===== config.mk =====
export PLATFORM = sky130hd
export DESIGN_NAME = fsmc_stream_bridge_flat
export DESIGN_NICKNAME = d
export VERILOG_FILES = /design/src/rtl/fsmc_stream_bridge_if.sv /design/src/rtl/fsmc_stream_bridge.sv /design/src/flat_wrapper.sv
export SDC_FILE = /design/constraint.sdc
export NUM_CORES = 1
export LEC_CHECK = 0
export BUFFER_PORTS_ARGS = -buffer_cell sky130_fd_sc_hd__buf_2
export CAP_MARGIN = 15
export CORE_MARGIN = 4
export CORE_UTILIZATION = 55
export CTS_CLUSTER_DIAMETER = 120
export DETAILED_ROUTE_END_ITERATION = 8
export GPL_ROUTABILITY_DRIVEN = 0
export PLACE_DENSITY_LB_ADDON = 0.15
export SETUP_SLACK_MARGIN = 0.3
export SKIP_LAST_GASP = 1
export SLEW_MARGIN = 20
export SYNTH_ARGS = -nofsm -noshare
export SYNTH_HDL_FRONTEND = slang
export SYNTH_SLANG_ARGS = --single-unit
export TNS_END_PERCENT = 10

===== constraint.sdc =====
create_clock -name clk -period 3.8 [get_ports clk]
set_input_delay 0.38 -clock clk [delete_from_list [all_inputs] [get_ports clk]]
set_output_delay 0.38 -clock clk [all_outputs]
set_load 0.02 [all_outputs]

===== src/rtl/fsmc_stream_bridge_if.sv =====
// Bus-side and stream-side signals of the FSMC stream bridge.
// The bus interface / testbench uses the master view, the bridge the slave view.
interface fsmc_stream_bridge_if;
  logic [15:0] module_in;
  logic [2:0]  cs_addr_latch;
  logic        en_cs;
  logic [15:0] module_out;
  logic        cs_state;
  logic [15:0] out_data;
  logic        out_valid;
  logic        out_ready;

  modport master (
    output module_in, cs_addr_latch, en_cs, out_ready,
    input  module_out, cs_state, out_data, out_valid
  );

  modport slave (
    input  module_in, cs_addr_latch, en_cs, out_ready,
    output module_out, cs_state, out_data, out_valid
  );
endinterface


===== src/rtl/fsmc_stream_bridge.sv =====
// Register-mapped FSMC slave: four 16-bit registers (CTRL, RATE, TXDATA,
// STATUS). TXDATA words are queued in a FIFO and released on a valid/ready
// stream, with at most one word every RATE+1 cycles.
module fsmc_stream_bridge #(
  parameter logic [2:0] CS_ID = 3'd0,
  parameter int         DEPTH = 16
) (
  input logic               clk,
  input logic               reset,
  fsmc_stream_bridge_if.slave bus
);
  localparam int AW = $clog2(DEPTH);
  localparam int LW = AW + 1;
  localparam logic [LW-1:0] FULL_LVL = LW'(DEPTH);

  logic          en_d, sel, wr;
  logic [3:0]    idx;
  logic          en_bit, ovf;
  logic [15:0]   rate, pace;
  logic [15:0]   mem [DEPTH];
  logic [AW-1:0] wr_ptr, rd_ptr;
  logic [LW-1:0] level;
  logic [15:0]   rd_mux, module_out_q, status;
  logic          cs_q;
  logic          rise, fall, rise_rd, commit, ctrl_wr, flush, ovf_clr;
  logic          push_req, push, pop, full, empty, valid, hs;

  assign rise     = bus.en_cs & ~en_d;
  assign fall     = ~bus.en_cs & en_d;
  // A read is served at the rise edge, using the live address on module_in.
  assign rise_rd  = rise & (bus.cs_addr_latch == CS_ID) & ~bus.module_in[14];
  // At the fall edge module_in carries the write data.
  assign commit   = fall & sel & wr;
  assign ctrl_wr  = commit & (idx == 4'd0);
  assign flush    = ctrl_wr & bus.module_in[1];
  assign ovf_clr  = ctrl_wr & bus.module_in[2];
  assign push_req = commit & (idx == 4'd2);

  assign full     = (level == FULL_LVL);
  assign empty    = (level == '0);
  assign push     = push_req & ~full;
  assign valid    = en_bit & ~empty & (pace == 16'd0);
  assign hs       = valid & bus.out_ready;
  // Flush wins over a simultaneous pop so the FIFO always ends up empty.
  assign pop      = hs & ~flush;

  assign status   = {full, empty, ovf, 13'(level)};

  assign bus.module_out = module_out_q;
  assign bus.cs_state   = cs_q;
  assign bus.out_valid  = valid;
  // Gate the head word so the port reads zero whenever nothing is queued.
  assign bus.out_data   = empty ? 16'd0 : mem[rd_ptr];

  // Read-data mux over the register map, indexed by the live address.
  always_comb begin
    rd_mux = 16'd0;
    case (bus.module_in[3:0])
      4'd0:    rd_mux = {15'd0, en_bit};
      4'd1:    rd_mux = rate;
      4'd3:    rd_mux = status;
      default: rd_mux = 16'd0;
    endcase
  end

  // Access framing: edge detect en_cs, latch decode at rise, serve reads.
  always_ff @(posedge clk or negedge reset) begin
    if (!reset) begin
      en_d         <= 1'b0;
      sel          <= 1'b0;
      wr           <= 1'b0;
      idx          <= 4'd0;
      module_out_q <= 16'd0;
      cs_q         <= 1'b0;
    end else begin
      en_d <= bus.en_cs;
      if (rise) begin
        sel <= (bus.cs_addr_latch == CS_ID);
        idx <= bus.module_in[3:0];
        wr  <= bus.module_in[14];
        if (rise_rd) begin
          module_out_q <= rd_mux;
          cs_q         <= 1'b1;
        end
      end else if (fall) begin
        cs_q <= 1'b0;
      end
    end
  end

  // Control registers and the sticky overflow flag.
  always_ff @(posedge clk or negedge reset) begin
    if (!reset) begin
      en_bit <= 1'b0;
      rate   <= 16'd0;
      ovf    <= 1'b0;
    end else begin
      if (ctrl_wr)
        en_bit <= bus.module_in[0];
      if (commit && idx == 4'd1)
        rate <= bus.module_in;
      // An overflowing push beats a clear in the same cycle.
      if (push_req && full)
        ovf <= 1'b1;
      else if (ovf_clr)
        ovf <= 1'b0;
    end
  end

  // FIFO pointers and fill level.
  always_ff @(posedge clk or negedge reset) begin
    if (!reset) begin
      wr_ptr <= '0;
      rd_ptr <= '0;
      level  <= '0;
    end else if (flush) begin
      wr_ptr <= '0;
      rd_ptr <= '0;
      level  <= '0;
    end else begin
      if (push)
        wr_ptr <= wr_ptr + 1'b1;
      if (pop)
        rd_ptr <= rd_ptr + 1'b1;
      case ({push, pop})
        2'b10:   level <= level + 1'b1;
        2'b01:   level <= level - 1'b1;
        default: level <= level;
      endcase
    end
  end

  // Pacer: reload on every handshake, otherwise count down to zero.
  always_ff @(posedge clk or negedge reset) begin
    if (!reset)
      pace <= 16'd0;
    else if (hs)
      pace <= rate;
    else if (pace != 16'd0)
      pace <= pace - 1'b1;
  end

  // FIFO storage; data only, no reset needed.
  always_ff @(posedge clk) begin
    if (push)
      mem[wr_ptr] <= bus.module_in;
  end
endmodule


===== src/flat_wrapper.sv =====
// flat-port wrapper written by rule: the top's interface ports become plain ports
module fsmc_stream_bridge_flat 
#(
  parameter logic [2:0] CS_ID = 3'd0,
  parameter int         DEPTH = 16
)
  (clk, reset, bus_module_in, bus_cs_addr_latch, bus_en_cs, bus_out_ready, bus_module_out, bus_cs_state, bus_out_data, bus_out_valid);
  fsmc_stream_bridge_if bus_i ();
  input logic clk;
  input logic reset;
  input wire logic [$bits(bus_i.module_in)-1:0] bus_module_in;
  input wire logic [$bits(bus_i.cs_addr_latch)-1:0] bus_cs_addr_latch;
  input wire logic [$bits(bus_i.en_cs)-1:0] bus_en_cs;
  input wire logic [$bits(bus_i.out_ready)-1:0] bus_out_ready;
  output wire logic [$bits(bus_i.module_out)-1:0] bus_module_out;
  output wire logic [$bits(bus_i.cs_state)-1:0] bus_cs_state;
  output wire logic [$bits(bus_i.out_data)-1:0] bus_out_data;
  output wire logic [$bits(bus_i.out_valid)-1:0] bus_out_valid;
  assign bus_i.module_in = bus_module_in;
  assign bus_i.cs_addr_latch = bus_cs_addr_latch;
  assign bus_i.en_cs = bus_en_cs;
  assign bus_i.out_ready = bus_out_ready;
  assign bus_module_out = bus_i.module_out;
  assign bus_cs_state = bus_i.cs_state;
  assign bus_out_data = bus_i.out_data;
  assign bus_out_valid = bus_i.out_valid;
  fsmc_stream_bridge #(.CS_ID(CS_ID), .DEPTH(DEPTH)) u_core (.clk(clk), .reset(reset), .bus(bus_i));
endmodule

Word-level counts from Yosys, hierarchy flattened
Memory sizes are Yosys's and may differ from the RTL's.
Cells that the tools add are included.
- muxes and demuxes: 17
- equal/unequal tests: 8
- $add $sub $neg: 5
- bitwise operators: 21
- reductions and logical operators: 16
- operator list (cell ; count):
    16-bit two-way mux ; 3
    16-bit case mux with 3 select lines ; 1
    16-bit logical NOT ; 1
    4-bit two-way mux ; 4
    16-bit nonzero test ; 1
    16-bit by 1-bit subtractor with 16-bit output (second input constant) ; 1
    1-bit bitwise AND ; 15
    5-bit case mux with 2 select lines ; 1
    2-bit nonzero test ; 5
    4-bit by 1-bit adder with 4-bit output (second input constant) ; 2
    4-bit by 1-bit == test with 1-bit output (second input constant) ; 2
    4-bit by 2-bit == test with 1-bit output (second input constant) ; 2
    4-bit logical NOT ; 2
    1-bit two-way mux ; 7
    1-bit inverter ; 6
    5-bit by 1-bit adder with 5-bit output (second input constant) ; 1
    5-bit == test (second input constant) ; 1
    5-bit logical NOT ; 1
    5-bit two-way mux ; 1
    5-bit by 1-bit subtractor with 5-bit output (second input constant) ; 1
    2-bit AND reduction ; 2
    3-bit logical NOT ; 1
    3-bit nonzero test ; 1
    2-bit by 1-bit == test with 1-bit output (second input constant) ; 1
    other kinds (3) ; 4
- RAM bits: 256
- input bits: 23
- memories: 1
- output and inout port bits: 34
- logic and storage cells: 81
- bits in registers: 71
- memory list (name ; depth ; bits a word ; rd ports ; clocked after memory_dff ; wr ports ; line ; text):
    u_core.mem ; 16 ; 16 ; 1 ; 0 ; 1 ; fsmc_stream_bridge.sv:20 ; logic [15:0] mem [DEPTH];

Longest topological paths before layout
- depth in word-level cells: 11
- depth in mapped cells: 14
- gate-level depth less buffers: 13

Worst setup path before layout
No wires, ideal clock.
- path kind: register to register
- start: register u_core.level[1]
- end: memory u_core.mem[1][0] (enable)
- clock period less this slack: 3978 ps
- data arrival time: 3542 ps
- buffers on the path: 1
- required time: 3364 ps
- path slack: -178 ps
- setup time: 436 ps
- cell stages (with the launch flop): 7
- path through: dfrtp_1 > clkbuf_1 > nor4_2 > a2111o_1 > nor2_1 > clkinv_1 > nor4b_1
- cells in the longest elaborated chain, start to end: 5
- RTL lines (element ; line ; text):
    start: declaration ; fsmc_stream_bridge.sv:22 ; logic [LW-1:0] level;
    start signal: assignment ; fsmc_stream_bridge.sv:126 ; 2'b10: level <= level + 1'b1;
    start signal: assignment ; fsmc_stream_bridge.sv:127 ; 2'b01: level <= level - 1'b1;
    start signal: assignment ; fsmc_stream_bridge.sv:128 ; default: level <= level;
    5-bit == test ; fsmc_stream_bridge.sv:39 ; assign full = (level == FULL_LVL);
    1-bit inverter ; fsmc_stream_bridge.sv:41 ; assign push = push_req & ~full;
    1-bit bitwise AND ; fsmc_stream_bridge.sv:41 ;
    1-bit two-way mux ; fsmc_stream_bridge.sv:145 ; if (push)
    1-bit two-way mux (not written as such) ; fsmc_stream_bridge.sv:146 ; mem[wr_ptr] <= bus.module_in;
    end: declaration ; fsmc_stream_bridge.sv:20 ;
No other way between the ends.

Final worst setup path
- start: register u_core.pace[0]
- end: register u_core.level[2]
- cells in the longest elaborated chain, start to end: 7
- elaborated cells between the ends (all ways): 9
- classes of those cells: 2 x eq/ne; 2 x mux; 3 x bitwise; 2 x reduce/logical
- RTL lines (element ; line ; text):
    start: declaration ; fsmc_stream_bridge.sv:19 ; logic [15:0] rate, pace;
    start signal: assignment ; fsmc_stream_bridge.sv:138 ; pace <= rate;
    start signal: assignment ; fsmc_stream_bridge.sv:140 ; pace <= pace - 1'b1;
    16-bit logical NOT (*) ; fsmc_stream_bridge.sv:42 ; assign valid = en_bit & ~empty & (pace == 16'd0);
    1-bit bitwise AND (*) ; fsmc_stream_bridge.sv:42 ;
    1-bit bitwise AND (*) ; fsmc_stream_bridge.sv:43 ; assign hs = valid & bus.out_ready;
    1-bit bitwise AND (*) ; fsmc_stream_bridge.sv:45 ; assign pop = hs & ~flush;
    2-bit by 1-bit == test with 1-bit output or 2-bit == test (tied branches) ; fsmc_stream_bridge.sv:125 ; case ({push, pop})
    5-bit case mux with 2 select lines ; fsmc_stream_bridge.sv:125 ;
    5-bit two-way mux ; fsmc_stream_bridge.sv:116 ; end else if (flush) begin
Mark *: on every way between the ends. The rest lies on a longest branch, timed or not.
A chain may end at the register's enable or synchronous reset.

==> reports/results.txt <==
outcome: finished clean
pwr dens: 475 nW/µm²
Rows: 56
fmax: 0.296 GHz
Routed WL: 30.1 mm
CTS tree: built
Distinct cells, synth: 53
crit path max fanout: 8
Critical Path Source Type: flip-flop
final setup fails: 0
Root Driver: clkbuf_16
hold crit path type: in -> async
Static Leak: 5.28 nW
DR WL/cell: 25.7 µm
Core Region: 23,700 µm²
initial core utilization: 56.3%
Synth Net Count: 778
vias post-DR: 7,287
setup TNS: 0 ns
H-tree levels: 2
Synth Warn #: 0
first-pass GRT wire length: 45.7 mm
Critical Path RT: 4.23 ns
vias in the first global route: 7,387
post-route minimum period: 3.37 ns
worst slew pin tran: 0.961 ns
Slowest-stage cell, CP: or4b_1
Clk pwr share: 43.5%
commonest non-fill, non-tap cell in the layout: edfxtp_1
area of the multi-input gates: 3710 µm²
Crit path arrival time: 3.80 ns
total CTS buffers: 35
ys flop type: edfxtp_1
final std cells w/o fill: 1,172
Power, Total: 7.23 mW
Seq pwr share: 54.0%
Worst-Skew Late Latency: 0.52 ns
Via density: 6.22
dpl ws: 0.514 ns
Ports: 57
Hold Fails Final Rpt: 0
DR pass1 iterations: 5
Slew HR: 35.3%
most frequent cells in the layout: 256 x edfxtp_1, 68 x dfrtp_1, 64 x mux4_2
Die W: 164 µm
Gate power share: 2.5%
CP endpoint kind: flip-flop
DRT iter0 DRCs: 781
Seq/Total Area, Yosys: 70.9%
largest net degree at the start of global routing: 41
synthesized flop and latch total: 327
fin util: 64.3%
post-detail-place hpwl: 17.9 mm
Final WS setup: 0.426 ns
Placed Cells: 1,111
layout cells sized above 1: 28.1%
CP Cell Sequence: inv_1 > ha_1 > or4b_1 > nor4_2 > nand2_1 > nor2_1 > ha_1 > xor2_1 > ha_1 > a21oi_1 > xor2_1 > or3_1 > a21oi_1
maxcap violations: 0
clk buf depth: 3
nets: 863
Diodes inserted: 0
NetSw: 1.47 mW
Max Slew Vio Count: 0
RSZ-0062 raised after global routing: yes
Most common cell on crit path: ha_1
initial antenna violation count: 0
Crit path largest cell delay: 0.51 ns
global route total overflow: 0
peak supply drop: 0.000271 V
netlist area before placement: 13,300 µm²
Area growth, synth to finish: 14.1%
total global-route track usage: 23.0%
Clock Skews: 0.0215 ns
Synth async-reset ratio: 21.7%
Syn Area/Cell: 17.9 µm²
storage element area: 9470 µm²
filler instances: 1,680
post-cts sizing count: 0
Crit Path Class: reg -> reg
Mapped Cells: 745
number of synthesized flops with an enable pin: 256
Int Pwr: 5.76 mW
DRC: 0
IO Port Bufs: 56
post-route ant nets: 0
Total Die Area: 26,800 µm²
Sw Ratio: 20.3%
CTS clk-pin slew, worst paths: 0.06 ns
CTS sink cnt: 327
period utilization: 88.8%
DIE HEIGHT: 164 µm
cell families (layout without fill, tap and decap cells):
kind of cell / Yosys count / after routing / synth area share [%]
XOR/XNOR: 5 / 5 / 0.328
multiplexers: 133 / 133 / 16.2
AND/OR/NAND/NOR: 128 / 128 / 5.66
buffers and inverters: 55 / 163 / 1.63
adder cells (fa/ha/maj): 10 / 10 / 0.938
flip-flops: 327 / 327 / 70.9
AO/OA/AOI/OAI: 87 / 87 / 4.31
flip-flops by register name, summed over array words and instances (netlist names):
| signal | count |
|---|---|
| u_core.en_d | 1 |
| u_core.idx | 4 |
| u_core.bus.module_out | 16 |
| u_core.pace | 16 |
| u_core.level | 5 |
| u_core.bus.cs_state | 1 |
| u_core.wr_ptr | 4 |
| u_core.rate | 16 |
| u_core.mem | 256 |
| u_core.sel | 1 |
| u_core.wr | 1 |
| u_core.en_bit | 1 |
| u_core.ovf | 1 |
| u_core.rd_ptr | 4 |
repair_timing:
item / CTS / global route
setup buffers: 0 / 1
hold buffers: 0 / 0
setup endpoints to repair: 0 / 10
through the flow:
step / hold WS (ns) / area (µm²)
3_5_place_dp: 0.469 / 14200
4_1_cts: 0.0252 / 15200
6_report: 0.0119 / 15200
2_1_floorplan: 0.0844 / 13300
3_3_place_gp: 0.459 / 14200
5_1_grt: 0.0363 / 15200
routing by layer:
metal  vias to the layer above  wire, µm  share of wire (%)  track usage (%)
met4                         0       450                1.5             4.99
met1                      3785     12700                 42             33.3
met3                        39      1840                6.1             3.24
met5                         -         0                  0                0
li1                       3197         -                  -                -
met2                       266     15100                 50             38.0
power groups by stage:
| stage | Combinational [mW] | Clock, mW | Sequential, mW |
|---|---|---|---|
| finish | 0.178 | 3.15 | 3.91 |
| global route | 0.196 | 3.38 | 3.91 |
| CTS | 0.181 | 3.21 | 3.91 |
| detailed placement | 0.180 | 0 | 3.98 |
| global placement | 0.171 | 0 | 3.98 |
| floorplan | 0.0707 | 0 | 3.98 |
synthesized netlist by cell type, types with 5 or more instances:
cell	instances	share of area (%)
buf_1	10	0.28
nand4_1	5	0.23
nand2b_1	5	0.23
mux4_2	64	11
dfrtp_1	71	13
nor3_1	11	0.41
clkbuf_1	26	0.73
nand2_1	24	0.68
ha_1	10	0.94
nor2b_1	5	0.23
o21ai_0	17	0.64
mux2_2	24	2.0
edfxtp_1	256	58
mux2i_1	45	3.4
nor4_1	7	0.33
and4_1	9	0.59
inv_1	13	0.37
or4_1	6	0.34
a21oi_1	18	0.68
nand3_1	21	0.79
a31oi_1	5	0.23
nor2_1	11	0.31
a22o_1	10	0.66
nor4b_1	5	0.33
o22ai_1	16	0.75
critical path, delay by kind of cell, from the launching register on:
family | cells | cell delay, ns
adder cells (fa/ha/maj) | 3 | 0.74
XOR/XNOR | 2 | 0.35
AND/OR/NAND/NOR | 5 | 1.44
flip-flops | 1 | 0.40
AO/OA/AOI/OAI | 2 | 0.23
buffers and inverters | 1 | 0.12
final timing paths:
| kind | from | end | slack, ns | depth (start not counted) |
|---|---|---|---|---|
| max in group asynchronous | reset | u_core.bus.module_out[9] | 2.82 | 2 |
| worst min register to register | u_core.bus.module_out[0] | u_core.bus.module_out[0] | 0.48 | 2 |
| min in group clk | bus_en_cs | u_core.en_d | 0.04 | 1 |
| worst max-delay path | u_core.pace[0] | u_core.level[2] | 0.43 | 13 |
| worst min-delay path | reset | u_core.rate[13] | 0.01 | 1 |
| worst max register to register | u_core.pace[0] | u_core.level[2] | 0.43 | 13 |
area by class of cell:
cell class / instances / share of cell area (%)
timing repair buffer: 88 / 3.50
multi-input combinational: 363 / 24.4
clock buffer: 45 / 6.20
tap: 319 / 2.62
clock inverter: 15 / 0.748
inverter: 15 / 0.370
sequential: 327 / 62.2
(Power assumes the default switching activity.)
